<file path="src/rtl/seq_divider_ctrl_pkg.sv">
// seq_divider_ctrl_pkg: shared ALU constants for the sequential divider.
// Holds the FSM state encoding used by seq_divider_ctrl and the DIV opcode
// that the ALU top-level decoder compares against.
package seq_divider_ctrl_pkg;
  localparam logic [1:0] ST_IDLE = 2'd0;
  localparam logic [1:0] ST_RUN  = 2'd1;
  localparam logic [1:0] ST_FIN  = 2'd2;
  localparam logic [3:0] OP_DIV  = 4'd9;
  typedef enum logic [1:0] {
    S_IDLE = ST_IDLE,
    S_RUN  = ST_RUN,
    S_FIN  = ST_FIN
  } div_state_e;
endpackage

</file>
<file path="src/rtl/seq_divider_ctrl_sub_stage.sv">
// div_sub_stage: (WIDTH+1)-bit subtractor with borrow out for the restoring divider.
// Ports:
//   a_i      minuend (shifted partial remainder)
//   b_i      subtrahend (zero-extended divisor)
//   diff_o   a_i - b_i modulo 2^(WIDTH+1)
//   borrow_o 1 when a_i < b_i
module div_sub_stage #(
  parameter int WIDTH = 8
) (
  input  logic [WIDTH:0] a_i,
  input  logic [WIDTH:0] b_i,
  output logic [WIDTH:0] diff_o,
  output logic           borrow_o
);
  logic [WIDTH+1:0] sum;
  // Adder form a + ~b + 1: carry out of the top bit means no borrow.
  assign sum      = {1'b0, a_i} + {1'b0, ~b_i} + {{(WIDTH+1){1'b0}}, 1'b1};
  assign diff_o   = sum[WIDTH:0];
  assign borrow_o = ~sum[WIDTH+1];
endmodule

</file>
<file path="src/rtl/seq_divider_ctrl.sv">
// seq_divider_ctrl: multi-cycle unsigned restoring divider controller.
// Ports:
//   clk, rst_n         clock (rising edge), asynchronous active-low reset
//   start              request a division, sampled only in IDLE
//   dividend, divisor  operands, sampled with an accepted start
//   busy               high while iterating
//   done               one-cycle pulse, results valid
//   quotient/remainder results, held until the next op's completion
//   div_by_zero        set with the results when divisor was zero
module seq_divider_ctrl
  import seq_divider_ctrl_pkg::*;
#(
  parameter int WIDTH = 8,
  parameter int CNT_W = 3
) (
  input  logic             clk,
  input  logic             rst_n,
  input  logic             start,
  input  logic [WIDTH-1:0] dividend,
  input  logic [WIDTH-1:0] divisor,
  output logic             busy,
  output logic             done,
  output logic [WIDTH-1:0] quotient,
  output logic [WIDTH-1:0] remainder,
  output logic             div_by_zero
);
  localparam logic [CNT_W-1:0] LAST = CNT_W'(WIDTH - 1);
  div_state_e       state_q;
  logic [WIDTH-1:0] q_q, d_q, quo_q, rem_q;
  logic [WIDTH:0]   r_q, shifted, trial, r_d;
  logic [WIDTH-1:0] q_d;
  logic [CNT_W-1:0] cnt_q;
  logic             busy_q, done_q, dbz_q, borrow;
  logic             unused_r_msb;
  // The restored remainder is always below the divisor, so its top bit never
  // feeds the next trial; it is kept only to match the datapath width.
  assign unused_r_msb = r_q[WIDTH];
  assign shifted      = {r_q[WIDTH-1:0], q_q[WIDTH-1]};
  div_sub_stage #(.WIDTH(WIDTH)) u_sub (
    .a_i      (shifted),
    .b_i      ({1'b0, d_q}),
    .diff_o   (trial),
    .borrow_o (borrow)
  );
  always_comb begin
    r_d = borrow ? shifted : trial;
    q_d = {q_q[WIDTH-2:0], ~borrow};
  end
  always_ff @(posedge clk or negedge rst_n) begin
    if (!rst_n) begin
      state_q <= S_IDLE;
      q_q     <= '0;
      d_q     <= '0;
      r_q     <= '0;
      cnt_q   <= '0;
      quo_q   <= '0;
      rem_q   <= '0;
      busy_q  <= 1'b0;
      done_q  <= 1'b0;
      dbz_q   <= 1'b0;
    end else begin
      done_q <= 1'b0;
      case (state_q)
        S_IDLE: begin
          if (start) begin
            q_q   <= dividend;
            d_q   <= divisor;
            r_q   <= '0;
            cnt_q <= '0;
            // Zero divisor skips iteration; results are loaded on this edge.
            if (divisor == '0) begin
              state_q <= S_FIN;
              quo_q   <= '1;
              rem_q   <= dividend;
              dbz_q   <= 1'b1;
            end else begin
              state_q <= S_RUN;
              busy_q  <= 1'b1;
            end
          end
        end
        S_RUN: begin
          r_q <= r_d;
          q_q <= q_d;
          if (cnt_q == LAST) begin
            cnt_q   <= '0;
            state_q <= S_FIN;
            busy_q  <= 1'b0;
            quo_q   <= q_d;
            rem_q   <= r_d[WIDTH-1:0];
            dbz_q   <= 1'b0;
          end else begin
            cnt_q <= cnt_q + 1'b1;
          end
        end
        S_FIN: begin
          done_q  <= 1'b1;
          state_q <= S_IDLE;
        end
        default: state_q <= S_IDLE;
      endcase
    end
  end
  assign busy        = busy_q;
  assign done        = done_q;
  assign quotient    = quo_q;
  assign remainder   = rem_q;
  assign div_by_zero = dbz_q;
endmodule

</file>
<file path="config.mk">
export PLATFORM = sky130hd
export DESIGN_NAME = seq_divider_ctrl
export DESIGN_NICKNAME = d
export VERILOG_FILES = /design/src/rtl/seq_divider_ctrl_pkg.sv /design/src/rtl/seq_divider_ctrl_sub_stage.sv /design/src/rtl/seq_divider_ctrl.sv
export SDC_FILE = /design/constraint.sdc
export NUM_CORES = 1
export LEC_CHECK = 0
export BUFFER_PORTS_ARGS = -buffer_cell sky130_fd_sc_hd__buf_2
export CAP_MARGIN = 30
export CELL_PAD_IN_SITES_DETAIL_PLACEMENT = 0
export CELL_PAD_IN_SITES_GLOBAL_PLACEMENT = 1
export CORE_MARGIN = 3
export CORE_UTILIZATION = 44
export CTS_BUF_LIST = sky130_fd_sc_hd__clkbuf_4 sky130_fd_sc_hd__clkbuf_8 sky130_fd_sc_hd__clkbuf_16
export DETAILED_ROUTE_END_ITERATION = 10
export GPL_TIMING_DRIVEN = 0
export PLACE_DENSITY_LB_ADDON = 0.1
export SETUP_SLACK_MARGIN = 0.4
export SYNTH_ARGS = -nofsm -noshare
export SYNTH_HDL_FRONTEND = slang
export SYNTH_SLANG_ARGS = --single-unit
</file>
<file path="constraint.sdc">
create_clock -name clk -period 3 [get_ports clk]
set_clock_uncertainty 0.15 [all_clocks]
set_input_delay 0.45 -clock clk [delete_from_list [all_inputs] [get_ports clk]]
set_output_delay 0.45 -clock clk [all_outputs]
set_load 0.05 [all_outputs]
</file>
==> summary.md <==
| Metric | Value |
|---|---|
| Status | complete, no violations |
| Cell Area, Synth | 2470 µm² |
| Wire per inst | 16.49 µm |
| Largest net degree at the start of global routing | 31 |
| GP Congestion | 0.8119 |
| Number of setup violations in the final report | 0 |
| Number of max-cap violations | 0 |
| Worst path arrival time | 2.44 ns |
| Max_slew headroom | 58.04% |
| Area grow syn2layout | 15.96% |
| Main combinational cell family by area after synthesis | compound AO/OA/AOI/OAI gates |
| Post-synthesis sequential area ratio | 48.63% |
| Mapped Cells | 243 |
| Root Buffer | clkbuf_8 |
| IO Port Bufs | 37 |
| Complex-gate fraction of the synthesized area | 19.71% |
| Post-synthesis mux area share | 6.130% |
| First-pass GRT wire length | 9880 µm |
| Ys Warns | 0 |
| Post-layout nets | 319 |
| Primary FF master, synth | dfrtp_1 |
| IO Pins | 38 |
| DRT antenna net count | 0 |
| Final setup margin | 0.6572 ns |
| Number of synthesized flops with an enable pin | 0 |
| Initial Util | 46.87% |
| Simple-gate share of the synthesized area | 14.49% |
| Most instantiated cells after synthesis | 48 x dfrtp_1, 36 x nand2_1, 34 x o21ai_0, 18 x nor2_1, 12 x inv_1 |
| HP Class | in2reg |
| Post-synthesis cell type count | 36 |
| Critical Path End Type | flip-flop |
| WS Path Type | reg2reg |
| CTS clock-pin slew for the worst setup and hold paths | 0.09 ns |
| CTS tree | built |
| RSZ-0062 raised after global routing | false |
| Die height | 80.92 µm |
| Synth Area in Adders | 5.876% |
| Fin. max-slew vios | 0 |
| N_diodes | 0 |
| Max Root-Sink Buffers | 2 |
| Iteration-0 DRC Markers | 89 |
| Post-Place Worst Slack | 0.6554 ns |
| Post-Route WL | 5921 µm |
| Area contributors post-synth | dfrtp_1 49%, o21ai_0 6.9%, nand2_1 5.5%, ha_1 5.1%, mux2i_1 4.5% |
| Critical Path RT | 3.10 ns |
| Fin crit share | 78.09% |
| Setup bufs post-CTS | 0 |
| Tightest Pin Transition | 0.6270 ns |
| Die Wd | 80.92 µm |
| CTS Sinks | 48 |
| Vias in the first global route | 1,966 |
| Setup_tns | 0 ns |
| Share of layout cells above drive strength 1 | 22.15% |
| Top-count cell post-synth | dfrtp_1 |
| Highest fanout seen on the critical path | 8 |
| Drt pass-1 iters | 5 |
| Vias/cell | 5.446 |
| Top cell type by total area after synthesis | dfrtp_1 |
| H-tree depth | 2 |
| Kind of start point of the critical path | flip-flop |
| Post-Synthesis Net Count | 273 |
| Site Rows | 26 |
| GRT overflow | 0 |
| DRC | 0 |
| Core ar. | 5270 µm² |
| Min Tclk post-route | 2.343 ns |
| TritonCTS Buffers | 5 |
| HPWL Detailed | 4423 µm |
| Fmax | 0.4268 GHz |
| Flops & latches, synth | 48 |
| # fillers | 505 |
| Synth Area in XOR/XNOR | 1.418% |
| Vias | 1,955 |
| Design area | 2864 µm² |
| Clock Latency Late Sink | 0.30 ns |
| Placed Instance Area | 2763 µm² |
| Initial antenna violation count | 0 |
| Syn Area/Cell | 10.16 µm² |
| Total Die Area | 6548 µm² |
| Ys async rst share | 100.0% |
| Tot GR Track Use | 20.21% |
| Yosys top cell area share | 48.63% |
| Final hold viol count | 0 |
==> kinds of logic after synthesis <==
logic type / count (synthesis)
XOR/XNOR: 4
flip-flops: 48
AND/OR/NAND/NOR: 72
multiplexers: 14
buffers and inverters: 21
adder cells (fa/ha/maj): 11
AO/OA/AOI/OAI: 73
==> cell type report <==
cell class / count / area (µm²) / share of cell area, %
flip-flops and latches: 48 / 1201 / 41.94
well taps: 70 / 87.58 / 3.058
plain buffers: 9 / 47.55 / 1.660
clock buffers: 6 / 82.58 / 2.883
inverters: 12 / 45.04 / 1.573
clock inverters: 1 / 8.758 / 0.3058
repair buffers: 39 / 215.2 / 7.514
multi-input cells: 174 / 1176 / 41.07
==> flip-flops by register name (all words and copies together) (netlist names) <==
register,count
d_q,8
q_q,8
quotient,8
r_q,8
remainder,8
cnt_q,3
state_q,2
busy,1
div_by_zero,1
done,1
==> routing by layer <==
metal  GRT usage (%)  vias to the layer above  wire (µm)
met2           30.95                       42       2757
li1                -                      948          -
met3           4.102                        8        249
met1           28.70                      957       2842
met4           6.419                        0         71
met5               0                        -          0
==> cells in the final DEF (no fill, tap or decap), drive strengths merged <==
cell and instances:
nor3 4, a211oi 1, clkbuf 9, o21ai 34
a41oi 1, fa 1, or3 1, inv 12
o22a 7, a21oi 8, xor2 2, o221ai 1
xnor2 2, a31oi 4, clkinv 1, o21bai 1
o211ai 6, nand2 36, nand2b 2, dfrtp 48
mux2i 11, nor3b 1, ha 10, nor2 18
nor4 2, nor2b 2, o21a 8, nand3 6
mux2 3, dlygate4sd3 1, o31ai 1, a32oi 1
buf 44
==> worst paths after layout <==
check                             start            to  cells after the start  slack, ns
max                              r_q[5]  remainder[0]                      7       0.66
min in group asynchronous         rst_n  remainder[7]                      2       0.49
max reg2reg                      r_q[5]  remainder[0]                      7       0.66
max in group asynchronous         rst_n   quotient[2]                      3       1.70
min reg2reg                remainder[4]  remainder[4]                      1       0.34
min                          divisor[1]        d_q[1]                      3       0.24
==> stage by stage <==
step	utilization [%]	std cells	hold slack, ns
6_report	54.34	359	0.2374
5_1_grt	54.34	359	0.2545
4_1_cts	54.34	359	0.2292
3_5_place_dp	52.42	351	0.2771
3_3_place_gp	52.04	350	0.3175
2_1_floorplan	-	243	0.004409
==> repair_timing <==
action	CTS	global route
hold buffers	1	0
resized for setup	0	0
hold endpoints to repair	18	0
==> worst max-delay path, stage by stage, from the launching register on <==
cell,delay [ns]
dfrtp_1,0.41
ha_1,0.34
a21oi_2,0.22
o221ai_2,0.14
a21oi_4,0.34
mux2_4,0.36
o211ai_1,0.19
o21a_1,0.14
Power is left out: the tool's default activity adds up to more than one toggle a clock period on the data nets, which glitch-free logic cannot reach.
